$ cat config.mk
export PLATFORM = sky130hd
export DESIGN_NAME = oam_dma_ctrl
export DESIGN_NICKNAME = d
export VERILOG_FILES = /design/src/rtl/oam_dma_ctrl_pkg.sv /design/src/rtl/nes_bus_mux.sv /design/src/rtl/oam_dma_ctrl.sv
export SDC_FILE = /design/constraint.sdc
export NUM_CORES = 1
export LEC_CHECK = 0
export ABC_AREA = 1
export CORE_MARGIN = 2
export CORE_UTILIZATION = 38
export CTS_BUF_LIST = sky130_fd_sc_hd__clkbuf_8 sky130_fd_sc_hd__clkbuf_16
export DETAILED_ROUTE_END_ITERATION = 6
export HOLD_SLACK_MARGIN = 0.06
export PLACE_DENSITY = 0.77
export SETUP_SLACK_MARGIN = 0.3
export SLEW_MARGIN = 20
export SYNTH_ARGS = -nofsm -noshare
export SYNTH_HDL_FRONTEND = slang
export SYNTH_SLANG_ARGS = --single-unit
export TNS_END_PERCENT = 5
$ cat constraint.sdc
create_clock -name clk -period 1.9 [get_ports clk]
set_input_delay 0.285 -clock clk [delete_from_list [all_inputs] [get_ports clk]]
set_output_delay 0.285 -clock clk [all_outputs]
set_load 0.03 [all_outputs]
$ cat src/rtl/oam_dma_ctrl_pkg.sv
// Shared definitions for the sprite-DMA controller and the CPU/IO address decode.
// Latency: none (types, constants and a pure function only).
// Backpressure: none.
package oam_dma_ctrl_pkg;

    // DMA controller state encoding
    typedef enum logic [2:0] {
        ST_IDLE  = 3'd0,
        ST_HALT  = 3'd1,
        ST_ALIGN = 3'd2,
        ST_READ  = 3'd3,
        ST_WRITE = 3'd4
    } dma_state_t;

    // CPU-visible I/O register addresses (sprite DMA register first)
    localparam logic [15:0] IO_OAMDMA = 16'h4014;

    // Source byte address inside the selected page; the page byte never takes a carry
    function automatic logic [15:0] dma_mem_addr(input logic [7:0] page, input logic [7:0] idx);
        return {page, idx};
    endfunction

endpackage

$ cat src/rtl/nes_bus_mux.sv
// Selects whether the CPU or the DMA engine drives the RAM bus.
// Latency: purely combinational.
// Backpressure: none; the DMA side always owns the bus while selected, CPU is held upstream.
module nes_bus_mux (
    input  logic        dma_sel,
    input  logic        trig_block,
    input  logic [15:0] cpu_addr,
    input  logic [7:0]  cpu_wdata,
    input  logic        cpu_rw_n,
    input  logic        cpu_cs_n,
    input  logic [15:0] dma_addr,
    input  logic        dma_cs_n,
    output logic [15:0] mem_addr,
    output logic [7:0]  mem_wdata,
    output logic        mem_rw_n,
    output logic        mem_cs_n
);

    // DMA owns the bus outside IDLE (read-only); otherwise CPU passes through,
    // with the DMA-register write itself kept off the RAM chip select
    always_comb begin
        mem_addr  = cpu_addr;
        mem_wdata = cpu_wdata;
        mem_rw_n  = cpu_rw_n;
        mem_cs_n  = cpu_cs_n | trig_block;
        if (dma_sel) begin
            mem_addr  = dma_addr;
            mem_wdata = 8'h00;
            mem_rw_n  = 1'b1;
            mem_cs_n  = dma_cs_n;
        end
    end

endmodule

$ cat src/rtl/oam_dma_ctrl.sv
// Sprite-DMA controller: passes CPU cycles to RAM, and on a DMA-register write copies one page into OAM.
// Latency: trigger -> CPU held next cycle; stall is 513 cycles (514 when HALT lands on an odd cycle).
// Backpressure: CPU is stalled via cpu_rdy=0 for the whole transfer; CPU bus inputs are ignored meanwhile.
module oam_dma_ctrl
    import oam_dma_ctrl_pkg::*;
#(
    parameter logic [15:0] DMA_REG_ADDR = IO_OAMDMA
) (
    input  logic        clk,
    input  logic        rst_n,
    input  logic [15:0] cpu_addr,
    input  logic [7:0]  cpu_wdata,
    input  logic        cpu_rw_n,
    input  logic        cpu_cs_n,
    output logic        cpu_rdy,
    output logic [15:0] mem_addr,
    output logic [7:0]  mem_wdata,
    output logic        mem_rw_n,
    output logic        mem_cs_n,
    input  logic [7:0]  mem_rdata,
    output logic [7:0]  oam_addr,
    output logic [7:0]  oam_wdata,
    output logic        oam_we,
    output logic        dma_busy
);

    dma_state_t state_q, state_d;
    logic [7:0] page_q, page_d;
    logic [7:0] idx_q, idx_d;
    logic       odd_q;
    logic       trigger;
    logic       dma_cs_n;

    // State, transfer registers and the free-running cycle-parity flag
    always_ff @(posedge clk or negedge rst_n) begin
        if (!rst_n) begin
            state_q <= ST_IDLE;
            page_q  <= 8'h00;
            idx_q   <= 8'h00;
            odd_q   <= 1'b0;
        end else begin
            state_q <= state_d;
            page_q  <= page_d;
            idx_q   <= idx_d;
            odd_q   <= ~odd_q;
        end
    end

    // Next-state, transfer bookkeeping and OAM write strobe
    always_comb begin
        state_d   = state_q;
        page_d    = page_q;
        idx_d     = idx_q;
        trigger   = 1'b0;
        dma_cs_n  = 1'b1;
        oam_we    = 1'b0;
        oam_addr  = 8'h00;
        oam_wdata = 8'h00;
        case (state_q)
            ST_IDLE: begin
                if (!cpu_cs_n && !cpu_rw_n && (cpu_addr == DMA_REG_ADDR)) begin
                    trigger = 1'b1;
                    page_d  = cpu_wdata;
                    idx_d   = 8'h00;
                    state_d = ST_HALT;
                end
            end
            // An extra dummy cycle keeps reads on the same parity as real hardware
            ST_HALT:  state_d = odd_q ? ST_ALIGN : ST_READ;
            ST_ALIGN: state_d = ST_READ;
            ST_READ: begin
                dma_cs_n = 1'b0;
                state_d  = ST_WRITE;
            end
            ST_WRITE: begin
                oam_we    = 1'b1;
                oam_addr  = idx_q;
                oam_wdata = mem_rdata;
                // End on the last index rather than on wrap, so idx never overflows mid-transfer
                if (idx_q == 8'hFF) begin
                    state_d = ST_IDLE;
                end else begin
                    idx_d   = idx_q + 8'd1;
                    state_d = ST_READ;
                end
            end
            default: state_d = ST_IDLE;
        endcase
    end

    // CPU handshake decoded straight from the registered state
    assign cpu_rdy  = (state_q == ST_IDLE);
    assign dma_busy = ~cpu_rdy;

    nes_bus_mux u_bus_mux (
        .dma_sel    (dma_busy),
        .trig_block (trigger),
        .cpu_addr   (cpu_addr),
        .cpu_wdata  (cpu_wdata),
        .cpu_rw_n   (cpu_rw_n),
        .cpu_cs_n   (cpu_cs_n),
        .dma_addr   (dma_mem_addr(page_q, idx_q)),
        .dma_cs_n   (dma_cs_n),
        .mem_addr   (mem_addr),
        .mem_wdata  (mem_wdata),
        .mem_rw_n   (mem_rw_n),
        .mem_cs_n   (mem_cs_n)
    );

endmodule

==> reports/qor.log, run 1 <==
[synthesis] net count after synthesis 265
[flow_run] number of max-cap violations 0
[synthesis] cell count after synthesis 228
[timing] count of final hold-check violations 0
[timing] clock skew after layout 0.00168 ns
[final_layout] total number of nets in the final design 364
[worst_hold_path] worst hold path type in -> async
[grt] pin count of the biggest net entering global routing 21
[detailed_routing] drc violations 0
[floorplan] Total Die Area 4240 um^2
[synthesis] post-synthesis sequential area ratio 35.3%
[status] outcome complete, no violations
[timing] max frequency 532 MHz
[detailed_routing] DR pass1 iterations 4
[power] worst-case vdd ir drop 0.408 mV
[timing] max-slew violation count 0
[clocking] CTS H-Tree Depth 1
[power] Clock power frac 34.8%
[placement] input/output buffers 80
[detailed_routing] First DRT Iteration DRCs 69
[timing] Slew HR 81.1%
[clocking] clock insertion delay at the later pin of the skew report 0.26 ns
[power] internal cell power 0.636 mW
[clocking] number of buffers between clock root and the deepest sink 2
[synthesis] Synth Register Bits 20
[detailed_routing] total vias in the final route 1746
[placement] RD Place Congestion 0.864
[final_layout] leading cell type in the layout, fill and taps excluded sky130_fd_sc_hd__nand2_1
[placement] half-perimeter wire length after detailed placement 3360 um
[detailed_routing] Post-Route WL 4720 um
[synthesis] leading post-synthesis cells by cell area sky130_fd_sc_hd__dfrtp_1, sky130_fd_sc_hd__nand2_1, sky130_fd_sc_hd__nor2_1
[floorplan] starting utilization of the core area 39.0%
[timing] actual transition at the worst max-transition pin 0.281 ns
[clocking] Reg clk slew, reported paths 0.07 ns
[worst_setup_path] launching element type of the critical path register
[floorplan] Horiz. Die Dim 65.1 um
[grt] number of antenna violations at the first check in global routing 0
[floorplan] number of top-level design ports 81
[timing] setup repair after global routing missed its margin yes
[worst_setup_path] start-to-end type of the worst setup path reg -> out
[final_layout] share of the core filled with cells 73.2%
[synthesis] library cell with the largest summed area after synthesis sky130_fd_sc_hd__dfrtp_1
[floorplan] Die Span Y 65.1 um
[synthesis] Avg Inst Size Synth 6.22 um^2
[power] power per cell area 309 nW/um^2
[power] proportion of total power due to net switching 22.5%
[timing] minimum clock period 1.88 ns
[power] switching power total 0.184 mW
[synthesis] count of warnings emitted by yosys 0
[final_layout] Area Overhead vs Synth 87.6%
[grt] global-route usage over all layers 21.0%
[synthesis] count of unique library cells instantiated by Yosys 21
[clocking] Clock Root Buffer sky130_fd_sc_hd__clkbuf_8
[timing] part of the cycle the worst path needs 98.9%
[power] post-layout total power 0.821 mW
[floorplan] Std-Cell Core Area 3630 um^2
[power] proportion of power drawn by combinational gates 13.4%
[final_layout] leading cell types in the layout, fill and taps excluded sky130_fd_sc_hd__nand2_1, sky130_fd_sc_hd__clkdlybuf4s50_1, sky130_fd_sc_hd__inv_1, sky130_fd_sc_hd__buf_4, sky130_fd_sc_hd__buf_6
[synthesis] area share of the leading cell type in the synthesized netlist 35.3%
[synthesis] combined area of all synthesized cells 1420 um^2
[detailed_routing] final antenna-violating net count 0
[final_layout] n_diodes 0
[worst_setup_path] Setup crit end kind output port
[worst_setup_path] Required @ worst endpoint 1.62 ns
[power] share of total power in sequential cells 51.8%
[floorplan] row cnt 22
[grt] global-route wire length before repair 6970 um
[grt] total grt overflow 0
[clocking] number of clock buffers inserted by TritonCTS 3
[clocking] # clock sinks 20
[final_layout] proportion of layout cells with a drive suffix above 1 34.2%
[detailed_routing] post-DR vias/cell 4.68
[power] Pleak 1.32 nW
[worst_setup_path] Worst EP arrival 1.59 ns
[grt] number of global-route vias before repair 1597
[clocking] hold buffers post-CTS 0
[timing] Setup violations, final 0
[clocking] clock tree from TritonCTS yes
[detailed_routing] average detailed-routed wire length per instance 12.7 um
[worst_setup_path] Max FO, Critical Path 7
power by group through the flow:
stage	Combinational, mW	Clock (mW)	Sequential, mW
CTS	0.104	0.286	0.425
global route	0.121	0.308	0.425
finish	0.110	0.285	0.425
global placement	0.103	0	0.434
detailed placement	0.104	0	0.434
floorplan	0.0144	0	0.434
worst paths after layout:
check / slack [ns] / cells past startpoint / endpoint / from
max in group asynchronous: 1.31 / 2 / state_q[2] / rst_n
min in group clk: 0.42 / 1 / odd_q / odd_q
setup reg to reg: 0.26 / 9 / page_q[2] / state_q[0]
setup / recovery: 0.02 / 8 / mem_addr[2] / state_q[0]
hold reg to reg: 0.42 / 1 / odd_q / odd_q
hold / removal: 0.36 / 2 / idx_q[0] / rst_n
synth_stat cells:
cell type,instances
sky130_fd_sc_hd__nor2_1,37
sky130_fd_sc_hd__or2_1,1
sky130_fd_sc_hd__o21bai_1,2
sky130_fd_sc_hd__nand2_1,73
sky130_fd_sc_hd__nor2_8,1
sky130_fd_sc_hd__a31oi_2,1
sky130_fd_sc_hd__nand4_1,1
sky130_fd_sc_hd__nand2_2,2
sky130_fd_sc_hd__inv_2,3
sky130_fd_sc_hd__nand3_1,12
sky130_fd_sc_hd__inv_1,34
sky130_fd_sc_hd__nor2_2,4
sky130_fd_sc_hd__nor3_1,2
sky130_fd_sc_hd__o21ai_0,6
sky130_fd_sc_hd__buf_4,1
sky130_fd_sc_hd__ha_1,1
sky130_fd_sc_hd__buf_2,6
sky130_fd_sc_hd__dfrtp_1,20
sky130_fd_sc_hd__a21oi_1,4
sky130_fd_sc_hd__nand3_4,1
sky130_fd_sc_hd__o21ai_1,16
worst max-delay path, cell delays in order (launching register included):
cell and delay [ns]:
sky130_fd_sc_hd__dfrtp_1 0.39, sky130_fd_sc_hd__nor2_2 0.14, sky130_fd_sc_hd__inv_2 0.08, sky130_fd_sc_hd__nor2_8 0.16, sky130_fd_sc_hd__buf_8 0.13, sky130_fd_sc_hd__buf_6 0.13, sky130_fd_sc_hd__nand2_1 0.05, sky130_fd_sc_hd__o21ai_1 0.07
sky130_fd_sc_hd__buf_4 0.17
timing repair:
item / 4_1_cts / 5_1_grt
setup endpoints to repair: 44 / 53
buffers inserted: 3 / 4
resized for setup: 28 / 112
pin swaps: 0 / 30
stage by stage:
stage | worst slack (ns) | hold slack [ns] | TNS (ns) | instance area [um^2] | cells
floorplan | 0.115 | -0.0106 | 0 | 1420 | 228
global placement | 0.0168 | 0.411 | 0 | 2270 | 363
detailed placement | -0.0142 | 0.414 | -0.0236 | 2270 | 363
CTS | 0.0388 | 0.374 | 0 | 2340 | 369
global route | -0.0639 | 0.401 | -0.344 | 2660 | 373
finish | 0.0213 | 0.362 | 0 | 2660 | 373
flip-flops by register name (all words and copies together), names as in the netlist:
register / count
idx_q: 8
page_q: 8
state_q: 3
odd_q: 1
metal layers:
metal / vias to the layer above / global-route usage [%] / wire length (um)
met1: 782 / 25.6 / 1920
met4: 0 / 10.7 / 114
met2: 61 / 36.3 / 2430
li1: 893 / - / -
met3: 10 / 2.60 / 253
met5: - / 0 / 0
area by class of cell:
class | instances | area, um^2
timing repair buffer | 101 | 1010
fill | 287 | 975
multi-input combinational | 164 | 895
sequential | 20 | 502
inverter | 37 | 154
tap | 48 | 60.1
clock buffer | 3 | 41.3
logic make-up (layout without fill, tap and decap cells):
logic type               count (synthesis)  in the layout  share of synthesized area [%]
AO/OA/AOI/OAI                           29             29                           11.1
adder cells (fa/ha/maj)                  1              1                          0.882
buffers and inverters                   44            141                           12.4
flip-flops                              20             20                           35.3
AND/OR/NAND/NOR                        134            134                           40.2
(Power assumes the default switching activity.)
==> run 2: changes to the inputs <==
==> constraint.sdc (replaced) <==
create_clock -name clk -period 1.9 [get_ports clk]
set_input_delay 0.38 -clock clk [delete_from_list [all_inputs] [get_ports clk]]
set_output_delay 0.38 -clock clk [all_outputs]
set_load 0.03 [all_outputs]
==> run 2 against run 1 <==
- the flow now finishes with violations (setup timing)
- total power about the same
- clock skew increased by 0.0019 ns
- sequential share of layout area increased by 0.94 points
- critical path type unchanged
==> reports/qor.log, run 2 (synthesis gave the netlist of run 1 again) <==
[grt] number of antenna violations at the first check in global routing 0 [unchanged]
[floorplan] number of top-level design ports 81 [unchanged]
[timing] actual transition at the worst max-transition pin 0.323 ns [+0.0420 ns]
[grt] met3 track demand over resource in global routing 2.43% [-0.17 points]
[placement] RD Place Congestion 0.803 [-7.0%]
[final_layout] n_diodes 0 [unchanged]
[grt] met2 track utilization from global routing 34.3% [-2.1 points]
[grt] total grt overflow 0 [unchanged]
[power] Pleak 1.36 nW [+3.2%]
[timing] clock skew after layout 0.00359 ns [+0.00191 ns]
[grt] pin count of the biggest net entering global routing 21 [unchanged]
[worst_hold_path] worst hold path type reg -> reg
[worst_setup_path] Max FO, Critical Path 10 [+3]
[final_layout] combined area of the multi-input logic cells 810 um^2 [-9.5%]
[clocking] CTS H-Tree Depth 1 [unchanged]
[detailed_routing] First DRT Iteration DRCs 51 [-26%]
[flow_run] number of max-cap violations 0 [unchanged]
[floorplan] starting utilization of the core area 39.0% [unchanged]
[status] failing checks setup timing
[final_layout] area used by sequential logic in the layout 502 um^2 [unchanged]
[final_layout] total number of nets in the final design 370 [+1.6%]
[timing] setup repair after global routing missed its margin yes
[floorplan] Die Span Y 65.1 um [unchanged]
[grt] met1 Usage GRT 25.1% [-0.49 points]
[clocking] number of clock buffers inserted by TritonCTS 3 [unchanged]
[timing] max frequency 508 MHz [-4.6%]
[worst_setup_path] Worst EP arrival 1.59 ns [about the same]
[clocking] hold buffers post-CTS 0 [unchanged]
[timing] Setup violations, final 6 [+6]
[timing] count of final hold-check violations 0 [unchanged]
[placement] placed inst area 2280 um^2 [+0.55%]
[final_layout] leading cell types in the layout, fill and taps excluded sky130_fd_sc_hd__nand2_1, sky130_fd_sc_hd__buf_4, sky130_fd_sc_hd__inv_1, sky130_fd_sc_hd__nor2_1, sky130_fd_sc_hd__clkdlybuf4s50_1
[detailed_routing] DR pass1 iterations 4 [unchanged]
[power] post-layout total power 0.821 mW [about the same]
[detailed_routing] final antenna-violating net count 0 [unchanged]
[timing] part of the cycle the worst path needs 104% [+4.7 points]
[detailed_routing] post-DR vias/cell 4.65 [-0.57%]
[detailed_routing] Post-Route WL 4590 um [-2.7%]
[final_layout] final standard cell area without fillers 2530 um^2 [-4.8%]
[detailed_routing] total vias in the final route 1764 [+1.0%]
[grt] most used routing layer met2
[grt] global-route wire length before repair 6490 um [-6.9%]
[clocking] clock tree from TritonCTS yes
[final_layout] proportion of layout cells with a drive suffix above 1 31.7% [-2.4 points]
[final_layout] leading cell type in the layout, fill and taps excluded sky130_fd_sc_hd__nand2_1
[timing] post-layout worst setup margin -0.0683 ns [-0.0896 ns]
[status] outcome finished, violations left
[final_layout] number of fill cells in the layout 334 [+16%]
[final_layout] Top Registers idx_q x8, page_q x8, state_q x3
[floorplan] Total Die Area 4240 um^2 [unchanged]
[worst_setup_path] Required @ worst endpoint 1.52 ns [-0.10 ns]
[clocking] Reg clk slew, reported paths 0.08 ns [about the same]
[clocking] # clock sinks 20 [unchanged]
[worst_setup_path] dominant delay contributor by cell family on the critical path simple AND/OR/NAND/NOR gates
[worst_setup_path] count of buffering cells on the critical path with inverters included 4 [unchanged]
[worst_setup_path] start-to-end type of the worst setup path reg -> out
[worst_setup_path] launching element type of the critical path register
[timing] Slew HR 78.6% [-2.6 points]
[clocking] number of buffers between clock root and the deepest sink 2 [unchanged]
[worst_setup_path] most repeated library cell on the critical path sky130_fd_sc_hd__buf_6
[floorplan] Horiz. Die Dim 65.1 um [unchanged]
[floorplan] Std-Cell Core Area 3630 um^2 [unchanged]
[power] power per cell area 324 nW/um^2 [+5.1%]
[final_layout] Area Overhead vs Synth 78.6%
[clocking] clock insertion delay at the later pin of the skew report 0.26 ns [about the same]
[placement] Inst Count DP 365 [+0.55%]
[timing] max-slew violation count 0 [unchanged]
[placement] input/output buffers 80 [unchanged]
[final_layout] count of placed standard cells in the final layout, fillers left out 379 [+1.6%]
[detailed_routing] average detailed-routed wire length per instance 12.1 um [-4.2%]
[worst_setup_path] Critical Path Max Stage Delay 0.41 ns [+0.02 ns]
[worst_setup_path] crit path max-delay cell type sky130_fd_sc_hd__dfrtp_1
[detailed_routing] drc violations 0 [unchanged]
[placement] half-perimeter wire length after detailed placement 3260 um [-3.1%]
[timing] minimum clock period 1.97 ns [+0.0896 ns]
[worst_setup_path] Setup crit end kind output port
[grt] global-route usage over all layers 19.5% [-1.5 points]
[floorplan] row cnt 22 [unchanged]
[worst_setup_path] critical path cell sequence nor2_4 -> inv_4 -> nor2_8 -> inv_2 -> buf_6 -> or2_1 -> buf_6
[clocking] Clock Root Buffer sky130_fd_sc_hd__clkbuf_8
[grt] number of global-route vias before repair 1459 [-8.6%]
[power] worst-case vdd ir drop 0.421 mV [+3.2%]
[run 2: cell count changes in the layout (fill, tap and decap cells not counted), moves of 7 or more]
cell,previous run,this run
sky130_fd_sc_hd__buf_6,26,18
sky130_fd_sc_hd__clkdlybuf4s50_1,35,22
sky130_fd_sc_hd__dlygate4sd2_1,0,10
sky130_fd_sc_hd__buf_4,32,51
sky130_fd_sc_hd__nor2_4,13,2
sky130_fd_sc_hd__nand2_1,62,69
sky130_fd_sc_hd__nor2_2,4,11
[run 2: where the power goes]
group | leakage, nW | switching (mW) | total [mW] | internal (mW)
clock network | 0.0216 | 0.144 | 0.286 | 0.141
logic | 1.09 | 0.0409 | 0.110 | 0.0694
registers | 0.243 | 0 | 0.425 | 0.425
[run 2: path summary, 6_finish.rpt]
check | start | to | slack (ns) | cells past startpoint
max in group asynchronous | rst_n | state_q[2] | 1.21 | 2
worst min-delay path | odd_q | odd_q | 0.43 | 1
worst max register to register | state_q[1] | page_q[3] | 0.31 | 9
worst max-delay path | state_q[1] | mem_rw_n | -0.07 | 7
min in group asynchronous | rst_n | idx_q[1] | 0.45 | 2
worst min register to register | odd_q | odd_q | 0.43 | 1
[run 2: metal layers]
metal | part of all wire, % | wire length, um | up-vias
met5 | 0 | 0 | -
met4 | 0.91 | 42 | 0
met2 | 51 | 2340 | 53
li1 | - | - | 904
met3 | 4.9 | 226 | 4
met1 | 43 | 1980 | 803
[run 2: layout make-up]
cell class | instances | area share, %
well taps | 48 | 2.37
repair buffers | 107 | 38.6
multi-input cells | 164 | 32.0
inverters | 37 | 5.58
clock buffers | 3 | 1.63
flip-flops and latches | 20 | 19.8
[run 2: through the flow]
stage | setup TNS [ns] | hold WS, ns | worst slack (ns) | utilization [%]
3_5_place_dp | -0.104 | 0.416 | -0.104 | 62.7
4_1_cts | -0.139 | 0.428 | -0.0452 | 66.9
3_3_place_gp | -0.0825 | 0.411 | -0.0825 | 62.7
6_report | -0.181 | 0.427 | -0.0683 | 69.7
2_1_floorplan | 0 | 0.0844 | 0.177 | -
5_1_grt | -1.22 | 0.452 | -0.129 | 69.7
[run 2: what timing repair did]
action / CTS / global route
resized for setup: 34 / 13
pin swaps: 10 / 14
setup buffers: 5 / 6
endpoints found under the setup margin: 53 / 55
